## src/rtl/pc_exception_unit_if.sv

```systemverilog
// pc_exception_unit_if: controller/datapath-facing signal bundle of the PC and exception unit.
interface pc_exception_unit_if #(parameter int CNT_W = 8);
  logic             PCWrite;
  logic             PCWriteCond;
  logic             Zero;
  logic [2:0]       PCSource;
  logic [31:0]      ALUResult;
  logic [31:0]      ALUOut;
  logic [25:0]      JumpField;
  logic [31:0]      RegA;
  logic [4:0]       RdField;
  logic             EPCWrite;
  logic             ErrorTargetWrite;
  logic [31:0]      PC;
  logic [31:0]      EPC;
  logic [4:0]       ErrorTarget;
  logic             InHandler;
  logic [CNT_W-1:0] ExcCount;
  logic             NestErr;
  logic             AlignErr;
  modport master (
    output PCWrite, PCWriteCond, Zero, PCSource, ALUResult, ALUOut, JumpField, RegA,
           RdField, EPCWrite, ErrorTargetWrite,
    input  PC, EPC, ErrorTarget, InHandler, ExcCount, NestErr, AlignErr
  );
  modport slave (
    input  PCWrite, PCWriteCond, Zero, PCSource, ALUResult, ALUOut, JumpField, RegA,
           RdField, EPCWrite, ErrorTargetWrite,
    output PC, EPC, ErrorTarget, InHandler, ExcCount, NestErr, AlignErr
  );
endinterface

```

## src/rtl/pc_exception_unit.sv

```systemverilog
// pc_exception_unit: PC register, next-PC selection and overflow exception state of the multi-cycle CPU.
module pc_exception_unit #(
  parameter logic [31:0] RESET_PC     = 32'h0000_0000,
  parameter logic [31:0] HANDLER_ADDR = 32'h0000_0080,
  parameter int          CNT_W        = 8
) (
  input logic                clk,
  input logic                reset,
  pc_exception_unit_if.slave bus
);
  logic [31:0]      pc_q, pc_d, epc_q, epc_d, target;
  logic [4:0]       et_q, et_d;
  logic             ih_q, ih_d, nest_q, nest_d, align_q, align_d;
  logic [CNT_W-1:0] cnt_q, cnt_d;
  logic             wr, ret;
  always_comb begin
    target  = bus.PCSource == 3'b000 ? bus.ALUResult :
              bus.PCSource == 3'b001 ? bus.ALUOut :
              bus.PCSource == 3'b010 ? {pc_q[31:28], bus.JumpField, 2'b00} :
              bus.PCSource == 3'b011 ? bus.RegA :
              bus.PCSource == 3'b100 ? HANDLER_ADDR :
              bus.PCSource == 3'b101 ? epc_q : pc_q;
    // 110/111 select "hold", so they never count as a write
    wr      = (bus.PCWrite | (bus.PCWriteCond & bus.Zero)) & ~(bus.PCSource[2] & bus.PCSource[1]);
    ret     = wr & (bus.PCSource == 3'b101);
    pc_d    = wr ? {target[31:2], 2'b00} : pc_q;
    align_d = align_q | (wr & |target[1:0]);
    epc_d   = bus.EPCWrite & ~ih_q ? pc_q : epc_q;
    et_d    = bus.ErrorTargetWrite & ~ih_q ? bus.RdField : et_q;
    ih_d    = bus.EPCWrite ? 1'b1 : ret ? 1'b0 : ih_q;
    nest_d  = nest_q | (bus.EPCWrite & ih_q);
    cnt_d   = bus.EPCWrite & ~&cnt_q ? cnt_q + 1'b1 : cnt_q;
  end
  always_ff @(posedge clk) begin
    if (reset) begin
      pc_q    <= RESET_PC;
      epc_q   <= '0;
      et_q    <= '0;
      ih_q    <= 1'b0;
      nest_q  <= 1'b0;
      align_q <= 1'b0;
      cnt_q   <= '0;
    end else begin
      pc_q    <= pc_d;
      epc_q   <= epc_d;
      et_q    <= et_d;
      ih_q    <= ih_d;
      nest_q  <= nest_d;
      align_q <= align_d;
      cnt_q   <= cnt_d;
    end
  end
  assign bus.PC          = pc_q;
  assign bus.EPC         = epc_q;
  assign bus.ErrorTarget = et_q;
  assign bus.InHandler   = ih_q;
  assign bus.ExcCount    = cnt_q;
  assign bus.NestErr     = nest_q;
  assign bus.AlignErr    = align_q;
endmodule

```

## src/flat_wrapper.sv

```systemverilog
// flat-port wrapper written by rule: the top's interface ports become plain ports
module pc_exception_unit_flat 
#(
  parameter logic [31:0] RESET_PC     = 32'h0000_0000,
  parameter logic [31:0] HANDLER_ADDR = 32'h0000_0080,
  parameter int          CNT_W        = 8
)
  (clk, reset, bus_PCWrite, bus_PCWriteCond, bus_Zero, bus_PCSource, bus_ALUResult, bus_ALUOut, bus_JumpField, bus_RegA, bus_RdField, bus_EPCWrite, bus_ErrorTargetWrite, bus_PC, bus_EPC, bus_ErrorTarget, bus_InHandler, bus_ExcCount, bus_NestErr, bus_AlignErr);
  pc_exception_unit_if #(.CNT_W(CNT_W)) bus_i ();
  input logic clk;
  input logic reset;
  input wire logic [$bits(bus_i.PCWrite)-1:0] bus_PCWrite;
  input wire logic [$bits(bus_i.PCWriteCond)-1:0] bus_PCWriteCond;
  input wire logic [$bits(bus_i.Zero)-1:0] bus_Zero;
  input wire logic [$bits(bus_i.PCSource)-1:0] bus_PCSource;
  input wire logic [$bits(bus_i.ALUResult)-1:0] bus_ALUResult;
  input wire logic [$bits(bus_i.ALUOut)-1:0] bus_ALUOut;
  input wire logic [$bits(bus_i.JumpField)-1:0] bus_JumpField;
  input wire logic [$bits(bus_i.RegA)-1:0] bus_RegA;
  input wire logic [$bits(bus_i.RdField)-1:0] bus_RdField;
  input wire logic [$bits(bus_i.EPCWrite)-1:0] bus_EPCWrite;
  input wire logic [$bits(bus_i.ErrorTargetWrite)-1:0] bus_ErrorTargetWrite;
  output wire logic [$bits(bus_i.PC)-1:0] bus_PC;
  output wire logic [$bits(bus_i.EPC)-1:0] bus_EPC;
  output wire logic [$bits(bus_i.ErrorTarget)-1:0] bus_ErrorTarget;
  output wire logic [$bits(bus_i.InHandler)-1:0] bus_InHandler;
  output wire logic [$bits(bus_i.ExcCount)-1:0] bus_ExcCount;
  output wire logic [$bits(bus_i.NestErr)-1:0] bus_NestErr;
  output wire logic [$bits(bus_i.AlignErr)-1:0] bus_AlignErr;
  assign bus_i.PCWrite = bus_PCWrite;
  assign bus_i.PCWriteCond = bus_PCWriteCond;
  assign bus_i.Zero = bus_Zero;
  assign bus_i.PCSource = bus_PCSource;
  assign bus_i.ALUResult = bus_ALUResult;
  assign bus_i.ALUOut = bus_ALUOut;
  assign bus_i.JumpField = bus_JumpField;
  assign bus_i.RegA = bus_RegA;
  assign bus_i.RdField = bus_RdField;
  assign bus_i.EPCWrite = bus_EPCWrite;
  assign bus_i.ErrorTargetWrite = bus_ErrorTargetWrite;
  assign bus_PC = bus_i.PC;
  assign bus_EPC = bus_i.EPC;
  assign bus_ErrorTarget = bus_i.ErrorTarget;
  assign bus_InHandler = bus_i.InHandler;
  assign bus_ExcCount = bus_i.ExcCount;
  assign bus_NestErr = bus_i.NestErr;
  assign bus_AlignErr = bus_i.AlignErr;
  pc_exception_unit #(.RESET_PC(RESET_PC), .HANDLER_ADDR(HANDLER_ADDR), .CNT_W(CNT_W)) u_core (.clk(clk), .reset(reset), .bus(bus_i));
endmodule
```

## config.mk

```make
export PLATFORM = sky130hd
export DESIGN_NAME = pc_exception_unit_flat
export DESIGN_NICKNAME = d
export VERILOG_FILES = /design/src/rtl/pc_exception_unit_if.sv /design/src/rtl/pc_exception_unit.sv /design/src/flat_wrapper.sv
export SDC_FILE = /design/constraint.sdc
export NUM_CORES = 1
export LEC_CHECK = 0
export BUFFER_PORTS_ARGS = -buffer_cell sky130_fd_sc_hd__buf_2
export CELL_PAD_IN_SITES_DETAIL_PLACEMENT = 1
export CELL_PAD_IN_SITES_GLOBAL_PLACEMENT = 1
export CORE_MARGIN = 3
export CORE_UTILIZATION = 28
export DETAILED_ROUTE_END_ITERATION = 12
export PLACE_DENSITY_LB_ADDON = 0.1
export SLEW_MARGIN = 10
export SYNTH_ARGS = -nofsm -noshare
export SYNTH_HDL_FRONTEND = slang
export SYNTH_SLANG_ARGS = --single-unit
```

## constraint.sdc

```tcl
create_clock -name clk -period 1.5 [get_ports clk]
set_clock_uncertainty 0.1 [all_clocks]
set_input_delay 0.15 -clock clk [delete_from_list [all_inputs] [get_ports clk]]
set_output_delay 0.15 -clock clk [all_outputs]
set_load 0.02 [all_outputs]
```

==> metrics.md, run 1 <==
| Metric | Value |
|---|---|
| Outcome | `finished, final reports clean` |
| Synthesized instance count | `485` |
| Unrepaired setup endpoints after global routing | `no` |
| Worst setup margin | `around 100 ps` |
| Startpoint types | `register` |
| Final net count | `861` |
| Pin count of the biggest net entering global routing | `38` |
| CTS tree | `built` |
| Power density over the cells | `between 900 and 1000 mW/mm²` |
| Critical path peak fanout | `4` |
| Clk_lat worst skew | `approximately 340 ps` |
| Total Power | `5700 µW` |
| ANT cells | `0` |
| Slew Viols, Final | `0` |
| Max-capacitance violation count | `0` |
| Initial antenna violation count | `1` |
| Core area | `0.0135 mm²` |
| Post-synthesis cell area | `0.00396 mm²` |
| # IOs | `217` |
| Post-route clock period utilization | `93.3%` |
| Vias in the first global route | `4747` |
| Total number of vias | `between 4000 and 5000` |
| Layout cells sized above 1 | `37.4%` |
| Grt ovf | `0` |
| Pre-antenna DRT Iters | `4` |
| Pre-CTS WS | `-13.8 ps` |
| Drt drc | `0` |
| Flops & latches, synth | `76` |
| DRT Wirelength | `15600 µm` |
| Pleak | `between 0.002 and 0.003 µW` |
| Area of the multi-input gates | `0.00219 mm²` |
| Maximum VDD drop | `0.543 mV` |
| Ys flop type | `dfxtp_1` |
| Post-CTS setup buffers | `0` |
| Fmax | `just over 0.7 GHz` |
| Area grow syn2layout | `49.6%` |
| Async set or reset register ratio after synthesis | `0%` |
| H-tree levels | `3` |
| First-pass GRT wire length | `24800 µm` |
| DP Wirelength | `11300 µm` |
| Clock-pin slew on the worst setup and hold paths | `60 ps` |
| IO Port Bufs | `212` |
| Routed length per instance | `17.2 µm` |
| Yosys warns | `0` |
| Total track usage | `between 10% and 20%` |
| Post-DR vias/cell | `4.97` |
| Min-delay worst type | `in2reg` |
| Std cell rows | `42` |
| Initial Utilization | `29.3%` |
| Root buffer cell | `clkbuf_16` |
| Inserted Clock Buffers | `9` |
| DIE AREA | `0.0156 mm²` |
| Syn_area_per_cell | `slightly above 8 µm²` |
| Fill cell count | `1700` |
| CP endpoint kind | `register` |
| Reg area | `roughly 0.0015 mm²` |
| Final hold violations | `0` |
| Die Width | `125 µm` |
| Clock tree sinks | `76` |
| Minimum clock period | `1400 ps` |
| Longest Clk Path Bufs | `2` |
| DRT iter0 DRCs | `181` |
| Critical path class | `reg2reg` |
| Final setup violation count | `0` |
| Final GP Congestion | `0.784` |
| EDFF count, synth | `0` |
| Final ANT Viol Nets | `0` |
| Post-synth cell types | `42` |
| Worst EP arrival | `1510 ps` |
| Seq/Total Area, Yosys | `38.4%` |
| Worst Path Required | `1610 ps` |
| Die Ht | `125 µm` |
## timing repair
item                       CTS  global route
setup endpoints to repair    0             4
resized for setup            0             6
hold endpoints to repair    30             0
hold buffers                30             0
## layout by cell type (no fill, tap or decap), types with 9 or more instances in the layout
| cell | count |
|---|---|
| buf_4 | 19 |
| o2111ai_1 | 25 |
| nor2_1 | 45 |
| clkbuf_16 | 9 |
| buf_12 | 9 |
| dlygate4sd3_1 | 30 |
| a21oi_1 | 37 |
| dfxtp_1 | 74 |
| a311oi_1 | 30 |
| nand2_1 | 114 |
| buf_2 | 212 |
| nand2b_1 | 28 |
| mux2i_1 | 32 |
## flip-flops by register name, indices dropped and copies added, names as in the netlist
name                    flops
u_core.bus.InHandler        1
u_core.bus.ErrorTarget      5
u_core.bus.AlignErr         1
u_core.bus.EPC             30
u_core.bus.NestErr          1
u_core.bus.PC              30
u_core.bus.ExcCount         8
## report_power, final
| group | leakage, µW | switching, µW | internal, µW | total [µW] |
|---|---|---|---|---|
| Clock | 0.000155 | 854 | 1370 | 2220 |
| Combinational | 0.00194 | 687 | 549 | 1240 |
| Sequential | 0.000623 | 97.0 | 2150 | 2240 |
## stage by stage
step / TNS [ps] / cells / utilization, % / hold WS, ps / area [µm²]
finish: 0 / 904 / 43.8 / 70.2 / 5920
global route: 0 / 904 / 43.8 / 89.4 / 5920
detailed placement: -13.8 / 858 / 39.3 / 308 / 5300
floorplan: 0 / 488 / - / 195 / 3970
global placement: 0 / 858 / 39.3 / 291 / 5300
CTS: 0 / 904 / 43.7 / 48.5 / 5910
## kinds of logic (layout without fill, tap and decap cells)
kind of cell / after synthesis / after routing / synth area share (%)
AND/OR/NAND/NOR: 211 / 211 / 23.7
buffers and inverters: 47 / 287 / 7.08
multiplexers: 36 / 36 / 9.23
other: 1 / 4 / 0.0948
flip-flops: 76 / 76 / 38.4
XOR/XNOR: 4 / 4 / 0.885
AO/OA/AOI/OAI: 109 / 109 / 20.2
adder cells (fa/ha/maj): 1 / 1 / 0.316
## routing by layer
| layer | part of all wire (%) | vias up | track usage [%] |
|---|---|---|---|
| li1 | - | 2193 | - |
| met1 | 43 | 2101 | 23.9 |
| met2 | 48 | 168 | 34.2 |
| met3 | 6.4 | 25 | 4.63 |
| met4 | 2.2 | 2 | 7.08 |
| met5 | 0.083 | - | 0 |
## worst max-delay path: stages, from the launching register on
cell     delay [ps]
dfxtp_2         340
ha_2            200
and3_1          220
nor3_1          230
xnor2_1         140
nor2_1           50
## cells in the mapped netlist, types with 3 or more instances
cell	n	share of area, %
buf_6	8	2.3
nand3_1	5	0.63
and3_1	3	0.47
dfxtp_1	76	38
mux2i_1	32	8.1
a311oi_1	30	6.6
o21ai_0	4	0.51
clkbuf_1	19	1.8
nor2_1	46	4.4
buf_4	9	1.7
nand2b_1	28	4.4
o2111ai_1	25	5.5
buf_2	8	1.0
a32oi_1	4	0.89
a21oi_1	37	4.7
nand2_1	114	11
mux2_2	4	1.1
## worst paths after layout
path         depth (start not counted)                endpoint                   start  slack [ps]
max reg2reg                          5  u_core.bus.ExcCount[7]  u_core.bus.ExcCount[0]         100
min reg2reg                          2      u_core.bus.NestErr      u_core.bus.NestErr         370
min                                  3      u_core.bus.NestErr            bus_EPCWrite          70
max                                  5  u_core.bus.ExcCount[7]  u_core.bus.ExcCount[0]         100
## layout make-up
type	instances	area share, %
Multi-Input combinational cell	365	36.9
Clock buffer	11	4.27
Timing Repair Buffer	270	28.4
Tap cell	176	3.72
Sequential cell	76	25.7
Inverter	1	0.0634
Clock inverter	5	0.845
Power figures use the tool's default switching activity.
==> run 2, diff against run 1 <==
--- a/config.mk
+++ b/config.mk
@@ -8,7 +8,6 @@
 export BUFFER_PORTS_ARGS = -buffer_cell sky130_fd_sc_hd__buf_2
 export CELL_PAD_IN_SITES_DETAIL_PLACEMENT = 1
 export CELL_PAD_IN_SITES_GLOBAL_PLACEMENT = 1
-export CORE_MARGIN = 3
 export CORE_UTILIZATION = 28
 export DETAILED_ROUTE_END_ITERATION = 12
 export PLACE_DENSITY_LB_ADDON = 0.1
==> run 2 against run 1 <==
  * Hold slack got worse by 57 ps
  * Combinational power about the same
  * Critical path depth decreased by 1
  * Die area decreased by 6.3%
  * Fmax decreased by 1.6%
  * Sequential power about the same
  * Sequential share of layout area decreased by 0.15 points
  * Register-to-register slack got worse by 20 ps
  * Utilization decreased by 0.84 points
  * Setup slack got worse by 23 ps
  * Power increased by 7.0%
  * Wire length decreased by 5.1%
  * Critical path type unchanged
  * Largest cell class unchanged
  * Highest routed layer is now met4
==> metrics.md, run 2 (same netlist as run 1, synthesis figures left out) <==
| Metric | Value |
|---|---|
| Outcome | `finished, final reports clean (unchanged)` |
| Fmax | `0.703 GHz (was 0.715 GHz)` |
| Initial Utilization | `28.6% (was 29.3%)` |
| Worst Path Required | `1610 ps (about the same)` |
| Pin count of the biggest net entering global routing | `41 (was 38)` |
| Setup TNS | `0 ps (unchanged)` |
| Layout cells sized above 1 | `36.9% (was 37.4%)` |
| Most frequent cells in the layout | `buf_2 (212), nand2_1 (114), dfxtp_1 (76), nor2_1 (45), a21oi_1 (37) (was buf_2 (212), nand2_1 (114), dfxtp_1 (74), nor2_1 (45), a21oi_1 (37))` |
| Die Ht | `121 µm (was 125 µm)` |
| Critical path origin | `u_core.bus.ExcCount[3] (was u_core.bus.ExcCount[0])` |
| Reg-to-Reg Start | `u_core.bus.ExcCount[3] (was u_core.bus.ExcCount[0])` |
| Vias in the first global route | `4393 (was 4747)` |
| Root buffer cell | `clkbuf_16 (unchanged)` |
| Post-route cell area | `0.00595 mm² (was 0.00592 mm²)` |
| DRT Wirelength | `14800 µm (was 15600 µm)` |
| Routed length per instance | `16.4 µm (was 17.2 µm)` |
| Grt ovf | `0 (unchanged)` |
| Final GP Congestion | `0.822 (was 0.784)` |
| Core area | `0.0138 mm² (was 0.0135 mm²)` |
| Maximum VDD drop | `0.551 mV (was 0.543 mV)` |
| First-pass GRT wire length | `22800 µm (was 24800 µm)` |
| Std cell rows | `43 (was 42)` |
| DIE AREA | `0.0146 mm² (was 0.0156 mm²)` |
| ANT cells | `0 (unchanged)` |
| Inserted Clock Buffers | `9 (unchanged)` |
| Drt drc | `0 (unchanged)` |
| Final net count | `857 (was 861)` |
| Die Width | `121 µm (was 125 µm)` |
| Clk_lat worst skew | `330 ps (was 340 ps)` |
| Clock tree sinks | `76 (unchanged)` |
| Power density over the cells | `1030 mW/mm² (was 963 mW/mm²)` |
| Post-route clock period utilization | `94.8% (was 93.3%)` |
| IO Port Bufs | `212 (unchanged)` |
| Clock-pin slew on the worst setup and hold paths | `60 ps (about the same)` |
| Hold slack | `13.5 ps (was 70.2 ps)` |
| Total number of vias | `4398 (was 4489)` |
| Final ANT Viol Nets | `0 (unchanged)` |
| CP endpoint kind | `register (unchanged)` |
| DRT iter0 DRCs | `155 (was 181)` |
| Final hold violations | `0 (unchanged)` |
| Min-delay src | `bus_ALUResult[4] (was bus_EPCWrite)` |
| Longest Clk Path Bufs | `2 (unchanged)` |
| Critical path peak fanout | `7 (was 4)` |
| Min-delay worst type | `in2reg (unchanged)` |
| Reg area | `0.00152 mm² (about the same)` |
| H-tree levels | `3 (unchanged)` |
| Critical path class | `reg2reg (unchanged)` |
| CTS tree | `built (unchanged)` |
| Pre-antenna DRT Iters | `4 (unchanged)` |
| Pleak | `0.00272 µW (about the same)` |
| # IOs | `217 (unchanged)` |
| Startpoint types | `register (unchanged)` |
| Post-CTS setup buffers | `0 (unchanged)` |
| Final setup violation count | `0 (unchanged)` |
| Total track usage | `20.1% (was 19.7%)` |
| Placed cell areas | `0.00532 mm² (was 0.00530 mm²)` |
| Minimum clock period | `1420 ps (was 1400 ps)` |
| Fill cell count | `1713 (was 1700)` |
| Leading cell type in the layout, fill and taps excluded | `buf_2 (unchanged)` |
| Area grow syn2layout | `50.3% (was 49.6%)` |
| Worst EP arrival | `1530 ps (was 1510 ps)` |
| Max-capacitance violation count | `0 (unchanged)` |
| Slew Viols, Final | `0 (unchanged)` |
| Total Power | `6100 µW (was 5700 µW)` |
| Area of the multi-input gates | `0.00219 mm² (about the same)` |
| DP Wirelength | `11000 µm (was 11300 µm)` |
| Initial antenna violation count | `0 (was 1)` |
| Post-DR vias/cell | `4.87 (was 4.97)` |
[run 2: worst paths after layout]
| check | to | slack (ps) | cells past startpoint |
|---|---|---|---|
| max | u_core.bus.ExcCount[1] | 80 | 4 |
| min | u_core.bus.PC[4] | 10 | 3 |
| max reg2reg | u_core.bus.ExcCount[1] | 80 | 4 |
| min reg2reg | u_core.bus.EPC[4] | 360 | 2 |
[run 2: metrics by stage]
stage / utilization [%] / worst slack [ps] / cells
after floorplan: - / 3.58 / 488
after global placement: 38.5 / 69.7 / 862
after detailed placement: 38.5 / 19.4 / 862
after CTS: 42.9 / 9.59 / 903
after global routing: 43.0 / -11.8 / 903
final: 43.0 / 78.0 / 903
[run 2: final cells by class]
| class | instances | share of cell area [%] |
|---|---|---|
| Inverter | 1 | 0.0631 |
| Clock buffer | 10 | 3.85 |
| Multi-Input combinational cell | 365 | 36.8 |
| Timing Repair Buffer | 266 | 27.9 |
| Tap cell | 180 | 3.79 |
| Sequential cell | 76 | 25.6 |
| Clock inverter | 5 | 2.10 |
[run 2: critical path: stages, from the launching register on]
cell	delay, ps
dfxtp_1	450
nand4_1	230
o21ai_2	260
mux2i_1	210
nor2_1	50
[run 2: metal layers]
layer	wire length [µm]	up-vias	GRT usage, %
met5	0	-	0
met1	6730	2055	25.4
li1	-	2183	-
met3	923	11	4.37
met2	6950	149	34.4
met4	180	0	5.17
[run 2: report_power, final]
group          switching [µW]  internal [µW]  total [µW]
clock                     844           1780        2630
combinational             680            550        1230
sequential               97.9           2140        2240
total                    1620           4480        6100
[run 2: timing repair]
action | CTS | global route
setup endpoints to repair | 0 | 3
hold buffers | 26 | 0
endpoints found under the hold margin | 26 | 0
gates resized for setup | 0 | 3
==> run 3, diff against run 2 <==
--- a/config.mk
+++ b/config.mk
@@ -11,6 +11,7 @@
 export CORE_UTILIZATION = 28
 export DETAILED_ROUTE_END_ITERATION = 12
 export PLACE_DENSITY_LB_ADDON = 0.1
+export RECOVER_POWER = 100
 export SLEW_MARGIN = 10
 export SYNTH_ARGS = -nofsm -noshare
 export SYNTH_HDL_FRONTEND = slang
==> run 3 against run 2 <==
  * Utilization is 0.94 points lower
  * Combinational power shrank 4%
  * Wire length barely moved
  * Critical path depth is the same
  * Hold slack about the same
  * Global-route usage unchanged
  * Final cell count unchanged
  * Die area did not move
  * Critical path type unchanged
==> metrics.md, run 3 (same netlist as run 1, synthesis figures left out) <==
| Metric | Value |
|---|---|
| Grt ovf | `0 (unchanged)` |
| Worst EP arrival | `1540 ps (was 1530 ps)` |
| # IOs | `217 (unchanged)` |
| Worst R2R Setup Slack | `70 ps (was 80 ps)` |
| Routed length per instance | `16.4 µm (about the same)` |
| Post-route clock period utilization | `95.3% (was 94.8%)` |
| Max-slew headroom | `61.9%` |
| DP Wirelength | `11000 µm (unchanged)` |
| Hold Path Stages | `3 (unchanged)` |
| Initial Utilization | `28.6% (unchanged)` |
| CP Depth | `4 (unchanged)` |
| Clock tree sinks | `76 (unchanged)` |
| Total track usage | `20.1% (unchanged)` |
| Pleak | `0.00240 µW (was 0.00272 µW)` |
| Root buffer cell | `clkbuf_16 (unchanged)` |
| Clk_lat worst skew | `330 ps (about the same)` |
| IO Port Bufs | `212 (unchanged)` |
| Hold slack | `13.8 ps (was 13.5 ps)` |
| Internal power | `4430 µW (was 4480 µW)` |
| CP endpoint kind | `register (unchanged)` |
| Setup TNS | `0 ps (unchanged)` |
| Final setup violation count | `0 (unchanged)` |
| Total number of vias | `4411 (was 4398)` |
| Drt drc | `0 (unchanged)` |
| Longest Clk Path Bufs | `2 (unchanged)` |
| Final hold violations | `0 (unchanged)` |
| Worst Tran Pin Value | `approximately 570 ps` |
| ANT cells | `0 (unchanged)` |
| Switching Share | `26.8% (was 26.6%)` |
| H-tree levels | `3 (unchanged)` |
| Post-DR vias/cell | `4.88 (was 4.87)` |
| Critical-path cell list | `nand4_1 > o21ai_2 > mux2i_1 > nor2_1 (unchanged)` |
| Worst setup margin | `71.2 ps (was 78.0 ps)` |
| Leading cell type in the layout, fill and taps excluded | `buf_2 (unchanged)` |
| Critical path peak fanout | `7 (unchanged)` |
| DRT iter0 DRCs | `146 (was 155)` |
| Minimum clock period | `1430 ps (was 1420 ps)` |
| Critical R2R Capture | `u_core.bus.ExcCount[1] (unchanged)` |
| Final GP Congestion | `0.822 (unchanged)` |
| Combinational power share | `19.6% (was 20.2%)` |
| DRT Wirelength | `14800 µm (about the same)` |
| Core area | `0.0138 mm² (unchanged)` |
| Crit-path max cell delay | `450 ps (about the same)` |
| Std cell rows | `43 (unchanged)` |
| Startpoint types | `register (unchanged)` |
| Critical path origin | `u_core.bus.ExcCount[3] (unchanged)` |
| Vias in the first global route | `4393 (unchanged)` |
| Sw Pwr | `1620 µW (about the same)` |
| Die Ht | `121 µm (unchanged)` |
| Slowest-stage cell, CP | `dfxtp_1 (unchanged)` |
| Outcome | `finished, final reports clean (unchanged)` |
| Worst path bufs/invs | `0 (unchanged)` |
| Fmax | `0.700 GHz (was 0.703 GHz)` |
| CP endpoint | `u_core.bus.ExcCount[1] (unchanged)` |
| Final ANT Viol Nets | `0 (unchanged)` |
| Pre-antenna DRT Iters | `4 (unchanged)` |
| Die Width | `121 µm (unchanged)` |
| Layout cells sized above 1 | `26.0% (was 36.9%)` |
| Slew Viols, Final | `0 (unchanged)` |
| Max-capacitance violation count | `0 (unchanged)` |
| Inserted Clock Buffers | `9 (unchanged)` |
| Pre-CTS WS | `19.4 ps (unchanged)` |
| CTS tree | `built (unchanged)` |
| First-pass GRT wire length | `22800 µm (unchanged)` |
| Reg-to-Reg Start | `u_core.bus.ExcCount[3] (unchanged)` |
| Most frequent cells in the layout | `buf_2 (135), nand2_1 (114), clkbuf_1 (79), dfxtp_1 (76), nor2_1 (45) (was buf_2 (212), nand2_1 (114), dfxtp_1 (76), nor2_1 (45), a21oi_1 (37))` |
| DIE AREA | `0.0146 mm² (unchanged)` |
| Min-delay worst type | `in2reg (unchanged)` |
| Power density over the cells | `1040 mW/mm² (was 1030 mW/mm²)` |
| Family with the most delay on the worst path | `flip-flops (unchanged)` |
| Initial antenna violation count | `0 (unchanged)` |
| Clock-pin slew on the worst setup and hold paths | `60 ps (about the same)` |
| Worst Path Required | `1610 ps (about the same)` |
| Seq pwr share | `37.1% (was 36.8%)` |
| Worst Reg-to-Reg Cells | `4 (unchanged)` |
| Maximum VDD drop | `0.551 mV (about the same)` |
| Area grow syn2layout | `47.0% (was 50.3%)` |
| Final net count | `857 (unchanged)` |
| Critical path class | `reg2reg (unchanged)` |
| Pin count of the biggest net entering global routing | `41 (unchanged)` |
| Clock share of power | `43.3% (was 43.1%)` |
## run 3: cell types whose count changed in the layout (fill, tap and decap cells not counted), moves of 2 or more
| cell | before | now |
|---|---|---|
| buf_4 | 18 | 15 |
| clkbuf_1 | 1 | 79 |
| buf_2 | 212 | 135 |
| buf_12 | 10 | 8 |
| clkbuf_2 | 0 | 2 |
## run 3: stage by stage
stage | utilization (%) | power, µW | cell area (µm²) | cells
detailed placement | 38.5 | 3480 | 5320 | 862
global placement | 38.5 | 3450 | 5320 | 862
CTS | 42.9 | 6180 | 5940 | 903
finish | 42.1 | 6050 | 5820 | 903
floorplan | - | 2940 | 3970 | 488
global route | 42.1 | 6330 | 5820 | 903
## run 3: worst min path at each step
stage,start,endpoint
final,bus_ALUResult[3],u_core.bus.PC[3]
after global routing,bus_ALUResult[4],u_core.bus.PC[4]
after CTS,bus_ALUResult[3],u_core.bus.PC[3]
after detailed placement,bus_RdField[2],u_core.bus.ErrorTarget[2]
after global placement,bus_RdField[1],u_core.bus.ErrorTarget[1]
after floorplan,bus_EPCWrite,u_core.bus.NestErr
## run 3: tightest hold or removal path, stage by stage
cell	delay [ps]
buf_2	110
nand2_1	50
a311oi_1	80
## run 3: timing repair
item | CTS | global route
setup endpoints to repair | 0 | 3
resized for setup | 0 | 3
hold buffers | 26 | 0
hold endpoints to repair | 26 | 0
buffers inserted | 0 | 0
## run 3: routing by layer
metal	track usage, %	vias to the layer above	share of wire (%)
met5	0	-	0
met4	5.17	0	1.2
met3	4.37	11	6.1
met2	34.4	149	47
met1	25.4	2068	46
li1	-	2183	-
## run 3: power groups by stage
stage	combinational (µW)	clock [µW]	sequential (µW)
finish	1180	2620	2250
global route	1300	2770	2260
CTS	1250	2680	2250
detailed placement	1190	0	2290
global placement	1160	0	2290
floorplan	521	0	2420
## run 3: area by class of cell
cell class	instances	area [µm²]
sequential	76	1520
clock buffer	10	229
clock inverter	5	125
tap	180	225
fill	1749	8010
multi-input combinational	365	2180
timing repair buffer	266	1530
inverter	1	3.75
